### config.mk
export PLATFORM = sky130hd
export DESIGN_NAME = mac_acc_signed
export DESIGN_NICKNAME = d
export VERILOG_FILES = /design/src/rtl/mac_acc_signed.sv
export SDC_FILE = /design/constraint.sdc
export NUM_CORES = 1
export LEC_CHECK = 0
export CORE_MARGIN = 1.5
export CORE_UTILIZATION = 40
export CTS_BUF_LIST = sky130_fd_sc_hd__clkbuf_2
export CTS_CLUSTER_SIZE = 14
export DETAILED_ROUTE_END_ITERATION = 8
export GPL_TIMING_DRIVEN = 0
export PLACE_DENSITY = 0.69
export SYNTH_ARGS = -nofsm -noshare
export SYNTH_HDL_FRONTEND = slang
export SYNTH_SLANG_ARGS = --single-unit
### constraint.sdc
create_clock -name CLK -period 7.9 [get_ports CLK]
set_clock_uncertainty 0.2 [all_clocks]
set_input_delay 1.975 -clock CLK [delete_from_list [all_inputs] [get_ports CLK]]
set_output_delay 1.975 -clock CLK [all_outputs]
set_load 0.02 [all_outputs]
### src/rtl/mac_acc_signed.sv
// Signed multiply-accumulate stage: sums ACC_LENGTH products per frame and
// hands one saturated result downstream over a valid/ready handshake.

module mult_lut_signed #(
  parameter int DW = 6
) (
  input  logic [DW-1:0]   a,
  input  logic [DW-1:0]   b,
  output logic [2*DW-1:0] p
);

  logic [2*DW-1:0] ext_a;

  assign ext_a = {{DW{a[DW-1]}}, a};

  // Rows of partial products; the sign bit of b carries negative weight.
  always_comb begin
    p = '0;
    for (int i = 0; i < DW - 1; i++) begin
      if (b[i]) p = p + (ext_a << i);
    end
    if (b[DW-1]) p = p - (ext_a << (DW - 1));
  end

endmodule

module mac_acc_signed #(
  parameter int DATA_WIDTH = 6,
  parameter int ACC_LENGTH = 8,
  parameter int OUT_WIDTH  = 16
) (
  input  logic                  CLK,
  input  logic                  nRST,
  input  logic                  IN_VALID,
  output logic                  IN_READY,
  input  logic [DATA_WIDTH-1:0] A,
  input  logic [DATA_WIDTH-1:0] B,
  output logic                  OUT_VALID,
  input  logic                  OUT_READY,
  output logic [OUT_WIDTH-1:0]  Q,
  output logic                  OVF
);

  localparam int PW    = 2 * DATA_WIDTH;
  localparam int ACC_W = PW + $clog2(ACC_LENGTH);
  localparam int CNT_W = $clog2(ACC_LENGTH + 1);

  typedef enum logic [1:0] {S_ACC, S_DRAIN, S_OUT} state_t;

  state_t                   state;
  logic [PW-1:0]            prod;
  logic signed [PW-1:0]     p_reg;
  logic                     p_vld;
  logic [CNT_W-1:0]         cnt;
  logic signed [ACC_W-1:0]  acc;
  logic signed [ACC_W-1:0]  acc_next;
  logic [OUT_WIDTH-1:0]     q_next;
  logic                     ovf_next;
  logic                     accept;
  logic                     last;

  mult_lut_signed #(.DW(DATA_WIDTH)) u_mult (
    .a (A),
    .b (B),
    .p (prod)
  );

  assign accept   = IN_VALID & IN_READY;
  assign last     = (cnt + CNT_W'(1)) == CNT_W'(ACC_LENGTH);
  assign acc_next = p_vld ? acc + ACC_W'(p_reg) : acc;

  // Clamp only when the accumulator can exceed the output range.
  if (OUT_WIDTH >= ACC_W) begin : g_ext
    assign q_next   = OUT_WIDTH'(acc_next);
    assign ovf_next = 1'b0;
  end else begin : g_sat
    logic [ACC_W-OUT_WIDTH:0] top;

    assign top = acc_next[ACC_W-1:OUT_WIDTH-1];

    always_comb begin
      q_next   = acc_next[OUT_WIDTH-1:0];
      ovf_next = 1'b0;
      if (!(&top) && (|top)) begin
        ovf_next = 1'b1;
        q_next   = acc_next[ACC_W-1] ? {1'b1, {(OUT_WIDTH-1){1'b0}}}
                                     : {1'b0, {(OUT_WIDTH-1){1'b1}}};
      end
    end
  end

  always_ff @(posedge CLK or negedge nRST) begin
    if (!nRST) begin
      state     <= S_ACC;
      cnt       <= '0;
      acc       <= '0;
      p_reg     <= '0;
      p_vld     <= 1'b0;
      IN_READY  <= 1'b1;
      OUT_VALID <= 1'b0;
      Q         <= '0;
      OVF       <= 1'b0;
    end else begin
      p_vld <= accept;
      acc   <= acc_next;
      if (accept) begin
        p_reg <= prod;
        cnt   <= cnt + CNT_W'(1);
      end
      case (state)
        S_ACC: begin
          if (accept && last) begin
            state    <= S_DRAIN;
            IN_READY <= 1'b0;
          end
        end
        // The final product lands in the accumulator on this edge.
        S_DRAIN: begin
          state     <= S_OUT;
          OUT_VALID <= 1'b1;
          Q         <= q_next;
          OVF       <= ovf_next;
        end
        S_OUT: begin
          if (OUT_READY) begin
            state     <= S_ACC;
            OUT_VALID <= 1'b0;
            IN_READY  <= 1'b1;
            acc       <= '0;
            cnt       <= '0;
            OVF       <= 1'b0;
          end
        end
        default: begin
          state <= S_ACC;
        end
      endcase
    end
  end

endmodule

==> results of run 1 <==
## worst min-delay path by stage
stage               endpoint     start  slack (ps)
CTS                 IN_READY  IN_READY         300
global route        IN_READY  IN_READY         330
detailed placement  IN_READY  IN_READY         270
finish              IN_READY  IN_READY         300
floorplan           p_reg[0]  p_reg[0]         250
global placement    IN_READY  IN_READY         260
## kinds of logic after synthesis
logic type / share of synthesized area (%)
other cells: 0.0827
xor+xnor: 7.73
buf+inv: 3.89
flops: 28.2
fa+ha+maj: 17.2
simple gates: 16.2
mux: 5.27
compound gates: 21.4
## through the flow
stage	area (sq um)	setup WS (ps)	cells	total power, mW	TNS, ps
2_1_floorplan	4620	-101	539	1.40	-101
3_3_place_gp	5120	-1580	712	1.66	-4160
3_5_place_dp	5140	-1730	713	1.71	-4880
4_1_cts	5490	2.52	737	1.91	0
5_1_grt	5650	-313	747	2.15	-313
6_report	5650	-125	747	1.96	-125
## power groups by stage
stage / combinational, mW / sequential (mW) / clock, mW
after detailed placement: 1.23 / 0.476 / 0
after global routing: 1.51 / 0.490 / 0.147
after CTS: 1.30 / 0.471 / 0.138
final: 1.36 / 0.469 / 0.134
after floorplan: 0.894 / 0.507 / 0
after global placement: 1.18 / 0.471 / 0
## final cells by class
cell class	count	area share [%]
buffer	19	1.48
clock inverter	1	0.531
clock buffer	7	0.620
timing repair buffer	61	9.38
inverter	25	1.79
multi-input combinational	443	60.5
tap	140	3.10
sequential	51	22.6
## worst min-delay path, stage by stage, from the launching register on
cell,delay [ps]
dfstp_2,430
inv_1,50
o22ai_1,50
## synthesized netlist by cell type, drive strengths merged (2+ instances only)
cell type / instances
a211o: 4
a211oi: 4
a21o: 14
a21oi: 40
a31o: 2
a31oi: 3
buf: 3
clkbuf: 17
dfrtp: 50
fa: 6
ha: 51
inv: 25
maj3: 2
mux2: 7
mux2i: 16
nand2: 65
nand2b: 7
nand3: 12
nand4: 2
nand4b: 2
nor2: 47
nor2b: 7
nor3: 10
nor4: 2
o211ai: 2
o21a: 8
o21ai: 52
o21bai: 6
o22a: 2
o22ai: 3
o31ai: 4
o32ai: 2
or2: 3
or3: 5
xnor2: 20
xor2: 20
## metal layers
metal	global-route usage, %	share of wire, %
met4	4.17	1.5
met1	22.9	44
met5	0	0
met3	1.90	3.0
met2	35.3	51
## timing repair
action	4_1_cts	5_1_grt
buffers inserted	17	10
endpoints found under the setup margin	4	2
pin swaps	30	23
gates resized for setup	66	22
==> results.md, run 1 <==
* Outcome: finished with violations
* Failing checks: negative setup slack
* Overall Global Routing Usage at 18.8%
* Critical R2R Capture: Q[10]
* Ys async rst share at 100%
* P_sw at 876 uW
* CTS tree: done
* Largest stage delay on the critical path at 410 ps
* Die ar. at approximately 0.012 sq mm
* WP data required at 8050 ps
* Synthesized area at between 0.004 and 0.005 sq mm
* First-pass GRT wire length at 18.1 mm
* Unique masters post-synth at between 50 and 60
* Synth area leaders: dfrtp_1, ha_1, o21ai_0, nand2_1, a21oi_1
* Slowest cell on the critical path: nor4_2
* CTS max path bufs at 2
* Buf/Inv on CP at 3
* Placement Rows at 38
* CTS clk-pin slew, worst paths at 250 ps
* Maximum fanout along the worst path at 8
* Inserted Clock Buffers at 5
* Port Buffers at 33
* Maximum capacitance violations at 0
* Commonest non-fill, non-tap cell in the layout: nand2_1
* Top cell type's share of synthesized area at 27.6%
* Hold Fails Final Rpt at 0
* Routed WL at 11.0 mm
* Syn Nets at 612
* Clk_lat worst skew at between 400 and 500 ps
* Post-synth EDFFs at 0
* Most used cell along the critical path: ha_4
* Combinational share of power at between 60% and 70%
* Post-DRT Antenna Nets at 0
* CORE AREA at 0.0109 sq mm
* Finish-stage setup viols at 1
* Sequential fraction of the synthesis area at 28.2%
* Remaining DRCs at 0
* Hold Path Class: flip-flop to flip-flop
* Fin crit period at 8020 ps
* Setup crit end: p_reg[11]
* Hpwl dp at 8.26 mm
* Ys flop type: dfrtp_1
* Synth Instances at 539
* Actual slew at the worst max-slew pin at 694 ps
* Fin Hold WS at 296 ps
* Delay-heaviest family, CP: compound AO/OA/AOI/OAI gates
* Initial Utilization at a little over 40%
* Vias at 4034
* Period utilization at 102%
* Yosys warns at 0
* Area of the multi-input gates at 0.00342 sq mm
* Worst path depth at 33
* Slew Viols, Final at 0
* Drt via density at 5.40
* Maximum vdd ir drop at 0.187 mV
* Root Buffer: clkbuf_2
* CTS Sinks at 51
* Area grow syn2layout at 24.7%
* Max_slew headroom at 53.7%
* Routability cong. at 0.881
* H-tree levels at 2
* Clock group share of total power at 6.8%
* CP endpoint kind: flip-flop
* Hold Path Cell Cnt at 2
* Reg power frac at 23.9%
* Ports at 35
* Layout cell share with drive strength beyond 1 at 19.6%
* Dominant cell type by area after synthesis: dfrtp_1
* Largest net degree at the start of global routing at 30
* Sw Share at around 45%
* Critical path type: input pin to flip-flop
* DRT iter0 DRCs at 134
* Reg2reg start: p_reg[0]
* R2R depth at 10
* FF/Latch Area at 0.00128 sq mm
* Syn_area_per_cell at around 8.4 sq um
* Antenna violations before repair at 0
* CTS Hold Bufs at 0
* Wire length per cell at roughly 15 microns
* Fin worst setup slack at -125 ps
* Crit start category: input pin
* Int Pwr at 1.08 mW
* FF+latch count, synth at 51
* CP arrival at 8170 ps
* N_diodes at 0
* FILL cells at 1046
* Die H at about 110 microns
* RSZ-0062 raised after global routing: true
* Leak at 2.53 nW
* Worst Setup SP: A[1]
* X dimension of the die at about 110 microns
* Final Core Density at between 50% and 60%
* Most frequent cells in the layout: nand2_1, dfrtp_1, nor2_1
* R2R Setup Slk at 5070 ps
* F_max at 125 MHz
* TritonRoute pass-1 iters at 5
* Layout Nets at 679
* Pwr dens at 347 mW/mm^2
* Grt ovf at 0
* Vias in the first global route at 4000
(Power assumes the default switching activity.)
==> inputs of run 2 (changes only) <==
Settings changed: CTS_CLUSTER_DIAMETER set to 200, SETUP_SLACK_MARGIN set to 0.5.
==> results.md, run 2 (synthesis results as in run 1) <==
* Outcome: finished with violations
* Failing checks: negative setup slack
* Post-place setup slack at -1840 ps
* CORE AREA at 0.0109 sq mm
* Vias at 4286
* CTS max path bufs at 2
* Hold Fails Final Rpt at 0
* CTS tree: done
* Placed Instances at slightly above 700
* Wire length per cell at 15.3 microns
* Remaining DRCs at 0
* CP endpoint kind: flip-flop
* F_max at between 100 and 150 MHz
* Placement Rows at 38
* Post-DRT Antenna Nets at 0
* Maximum fanout along the worst path at 3
* Leak at 2.71 nW
* Pwr dens at 343 mW/mm^2
* Hold Path Class: flip-flop to flip-flop
* Maximum vdd ir drop at 0.172 mV
* Critical path type: input pin to flip-flop
* Initial Utilization at between 40% and 50%
* Fin Hold WS at 298 ps
* Grt ovf at 0
* DRT iter0 DRCs at between 150 and 200
* Buf/Inv on CP at 28
* Routed WL at between 10 and 15 mm
* Area grow syn2layout at 33.0%
* Commonest non-fill, non-tap cell in the layout: nand2_1
* Ports at 35
* First-pass GRT wire length at 20.1 mm
* Fin Setup TNS at -285 ps
* Clk_lat worst skew at 420 ps
* X dimension of the die at 109 microns
* Slew Viols, Final at 0
* Hpwl dp at 8.41 mm
* WP data required at 8050 ps
* Total Power at 2.07 mW
* Maximum capacitance violations at 0
* Largest net degree at the start of global routing at 29
* CTS clk-pin slew, worst paths at 240 ps
* Finish-stage setup viols at 2
* Inserted Clock Buffers at 5
* TritonRoute pass-1 iters at 4
* Antenna violations before repair at 0
* Layout cell share with drive strength beyond 1 at 25.8%
* Crit start category: input pin
* H-tree levels at 2
* Fin crit period at 8110 ps
* CTS Sinks at 51
* Drt via density at around 5.5
* Actual slew at the worst max-slew pin at 735 ps
* Die H at 109 microns
* Port Buffers at 33
* Die ar. at about 0.012 sq mm
* Placed Area at 0.00517 sq mm
* Final Core Density at 55.1%
* Overall Global Routing Usage at 20.8%
* Max_slew headroom at around 51%
* Fin worst setup slack at -210 ps
* Root Buffer: clkbuf_2
* Fin cells at 783
* CP arrival at slightly above 8000 ps
* Slowest cell on the critical path: a221oi_2
* Period utilization at 103%
* Routability cong. at 0.854
* Layout Nets at 715
* RSZ-0062 raised after global routing: true
* Delay-heaviest family, CP: buffers and inverters
* Most used cell along the critical path: buf_4
* Largest stage delay on the critical path at 360 ps
* Vias in the first global route at 4407
* Finished Cell Area at 0.00603 sq mm
* Most frequent cells in the layout: nand2_1, buf_4, dfrtp_1
* N_diodes at 0
[run 2: changes by cell type in the layout (fill, tap and decap cells not counted), sizes merged]
cell	delta
buf	+37
clkbuf	-5
clkdlybuf4s15	+2
clkinv	+2
[run 2: what timing repair did]
action                                  CTS  global route
setup buffers                            49            13
endpoints found under the setup margin    6             3
pin swaps                                33            38
hold buffers                              0             0
gates resized for setup                  79            37
[run 2: worst reg2reg max path, stage by stage, from the launching register on]
cell,delay (ps)
dfrtp_1,450
ha_1,230
fa_1,410
a21o_1,180
a21oi_1,270
o21ai_0,200
a21oi_1,250
o31ai_1,120
mux2i_1,220
xnor2_1,160
o21ai_0,110
[run 2: path summary, 6_finish.rpt]
check | from | slack, ps | cells past startpoint | to
max in group asynchronous | nRST | 5660 | 2 | p_vld
min in group asynchronous | nRST | 1300 | 1 | Q[2]
worst min-delay path | IN_READY | 300 | 2 | IN_READY
worst max register to register | p_reg[0] | 5020 | 10 | Q[14]
worst max-delay path | A[1] | -210 | 43 | p_reg[11]
worst min register to register | IN_READY | 300 | 2 | IN_READY
[run 2: area by class of cell]
cell class	instances	area (sq um)
Sequential cell	51	1280
Clock buffer	5	25.0
Multi-Input combinational cell	443	3480
Timing Repair Buffer	96	842
Inverter	25	101
Buffer	20	91.3
Tap cell	140	175
Fill cell	990	4910
Clock inverter	3	38.8
[run 2: routing by layer]
| layer | vias up | wire length, microns | global-route usage [%] |
|---|---|---|---|
| met4 | 0 | 371 | 8.26 |
| met3 | 35 | 425 | 2.37 |
| li1 | 2108 | - | - |
| met5 | - | 0 | 0 |
| met1 | 2037 | 5050 | 24.6 |
| met2 | 106 | 6120 | 38.2 |
[run 2: where the power goes]
group	total (mW)	leakage, nW	switching (mW)	internal, mW
clock	0.133	0.0404	0.0808	0.0520
combinational	1.47	2.04	0.756	0.710
sequential	0.469	0.631	0.0823	0.386
==> inputs of run 3 (changes only) <==
Settings changed: MAX_ROUTING_LAYER set to met4.
==> results.md, run 3 (synthesis results as in run 1) <==
* Maximum capacitance violations at 0
* Int Pwr at 1.15 mW
* Post-place setup slack at -1840 ps
* Crit start category: input pin
* Ports at 35
* Finish-stage setup viols at 2
* Period utilization at 102%
* Overall Global Routing Usage at a little over a fifth
* Clk_lat worst skew at 420 ps
* Most used cell along the critical path: buf_4
* CTS max path bufs at 2
* Fin Setup TNS at -242 ps
* Layout Nets at 715
* Delay-heaviest family, CP: buffers and inverters
* CP endpoint kind: flip-flop
* Routability cong. at 0.868
* Met3 Wirelength at approximately 420 microns
* Placed Area at 0.00517 sq mm
* Placed Instances at approximately 700
* TritonRoute pass-1 iters at 4
* Hold Path Class: flip-flop to flip-flop
* F_max at 124 MHz
* Metal2 WL at 6.01 mm
* Layout cell share with drive strength beyond 1 at 25.8%
* Inserted Clock Buffers at 5
* Hold Fails Final Rpt at 0
* Root Buffer: clkbuf_2
* CP arrival at 8220 ps
* R2R depth at 10
* Vias in the first global route at about 4400
* Topmost layer with routed signal wires: met4
* Die ar. at ~0.012 sq mm
* Largest stage delay on the critical path at 360 ps
* WP data required at 8040 ps
* CTS clk-pin slew, worst paths at 230 ps
* Hold Path Cell Cnt at 2
* Actual slew at the worst max-slew pin at 711 ps
* Failing checks: negative setup slack
* Placement Rows at 38
* P_sw at 916 uW
* Outcome: finished with violations
* RSZ-0062 raised after global routing: true
* Post-DRT Antenna Nets at 0
* Buf/Inv on CP at 28
* Critical path type: input pin to flip-flop
* Post-Route M1 WL at 5.03 mm
* Antenna violations before repair at 0
* Remaining DRCs at 0
* Grt ovf at 0
* Fin worst setup slack at -179 ps
* Die H at 109 microns
* Combinational share of power at a little under three quarters
* Area grow syn2layout at 33.0%
* Commonest non-fill, non-tap cell in the layout: nand2_1
* Clock group share of total power at under 10%
* Pwr dens at approximately 340 mW/mm^2
* Worst path depth at 43
* Wire length per cell at approximately 15 microns
* X dimension of the die at 109 microns
* Drt via density at approximately 5.5
* N_diodes at 0
* CTS Sinks at 51
* Maximum vdd ir drop at around 0.17 mV
* Sw Share at between 40 and 50%
* Max_slew headroom at between 50% and 60%
* Largest net degree at the start of global routing at 29
* H-tree levels at 2
* Fin crit period at ~8100 ps
* Hpwl dp at 8.41 mm
* Maximum fanout along the worst path at 3
* DRT iter0 DRCs at 187
* Reg power frac at between 20% and 30%
* CORE AREA at 0.0109 sq mm
* First-pass GRT wire length at 20.1 mm
* Most frequent cells in the layout: nand2_1, buf_4, dfrtp_1
* Slew Viols, Final at 0
* Total Power at 2.06 mW
* CTS tree: done
* Routed WL at between 10 and 15 mm
* Port Buffers at 33
* Finished Cell Area at roughly 0.0060 sq mm
* Slowest cell on the critical path: a221oi_2
* Fin cells at 783
* Vias at ~4300
* Initial Utilization at 41.5%
* Leak at 2.71 nW
run 3: final cells by class:
class / count / area (sq um)
plain buffers: 20 / 91.3
clock buffers: 5 / 25.0
clock inverters: 3 / 38.8
fillers: 990 / 4910
inverters: 25 / 101
multi-input cells: 443 / 3480
flip-flops and latches: 51 / 1280
well taps: 140 / 175
repair buffers: 96 / 842
run 3: worst paths after layout:
path | from | end | slack, ps
min reg2reg | IN_READY | IN_READY | 300
min | IN_READY | IN_READY | 300
max | A[1] | p_reg[11] | -180
max in group asynchronous | nRST | cnt[1] | 5660
min in group asynchronous | nRST | Q[2] | 1300
max reg2reg | p_reg[0] | Q[14] | 5010
run 3: per-stage QoR:
| step | utilization (%) | hold WS [ps] |
|---|---|---|
| after floorplan | - | 245 |
| after global placement | 47.2 | 263 |
| after detailed placement | 47.3 | 267 |
| after CTS | 53.1 | 295 |
| after global routing | 55.1 | 339 |
| final | 55.1 | 298 |
run 3: power groups by stage:
stage               Sequential [mW]  Combinational [mW]  Clock, mW
finish                        0.469                1.46      0.132
global route                  0.486                1.64      0.144
CTS                           0.470                1.37      0.136
detailed placement            0.475                1.25          0
global placement              0.471                1.20          0
floorplan                     0.507               0.907          0
run 3: what timing repair did:
item	in CTS	in global routing
endpoints found under the hold margin	0	0
gates resized for setup	79	37
pin swaps	33	38
buffers inserted	49	13
endpoints found under the setup margin	6	3
hold buffers	0	0
run 3: per-layer routing:
layer  vias up  GRT usage (%)
met4         0           8.26
met1      2023           24.7
li1       2112              -
met3        40           2.25
met5         -              -
met2       103           38.2
run 3: worst register-to-register path, delay by kind of cell (launching register included):
family / cells / cell delay [ps]
xor+xnor: 1 / 160
flops: 1 / 450
fa+ha+maj: 2 / 640
compound gates: 6 / 1130
mux: 1 / 220
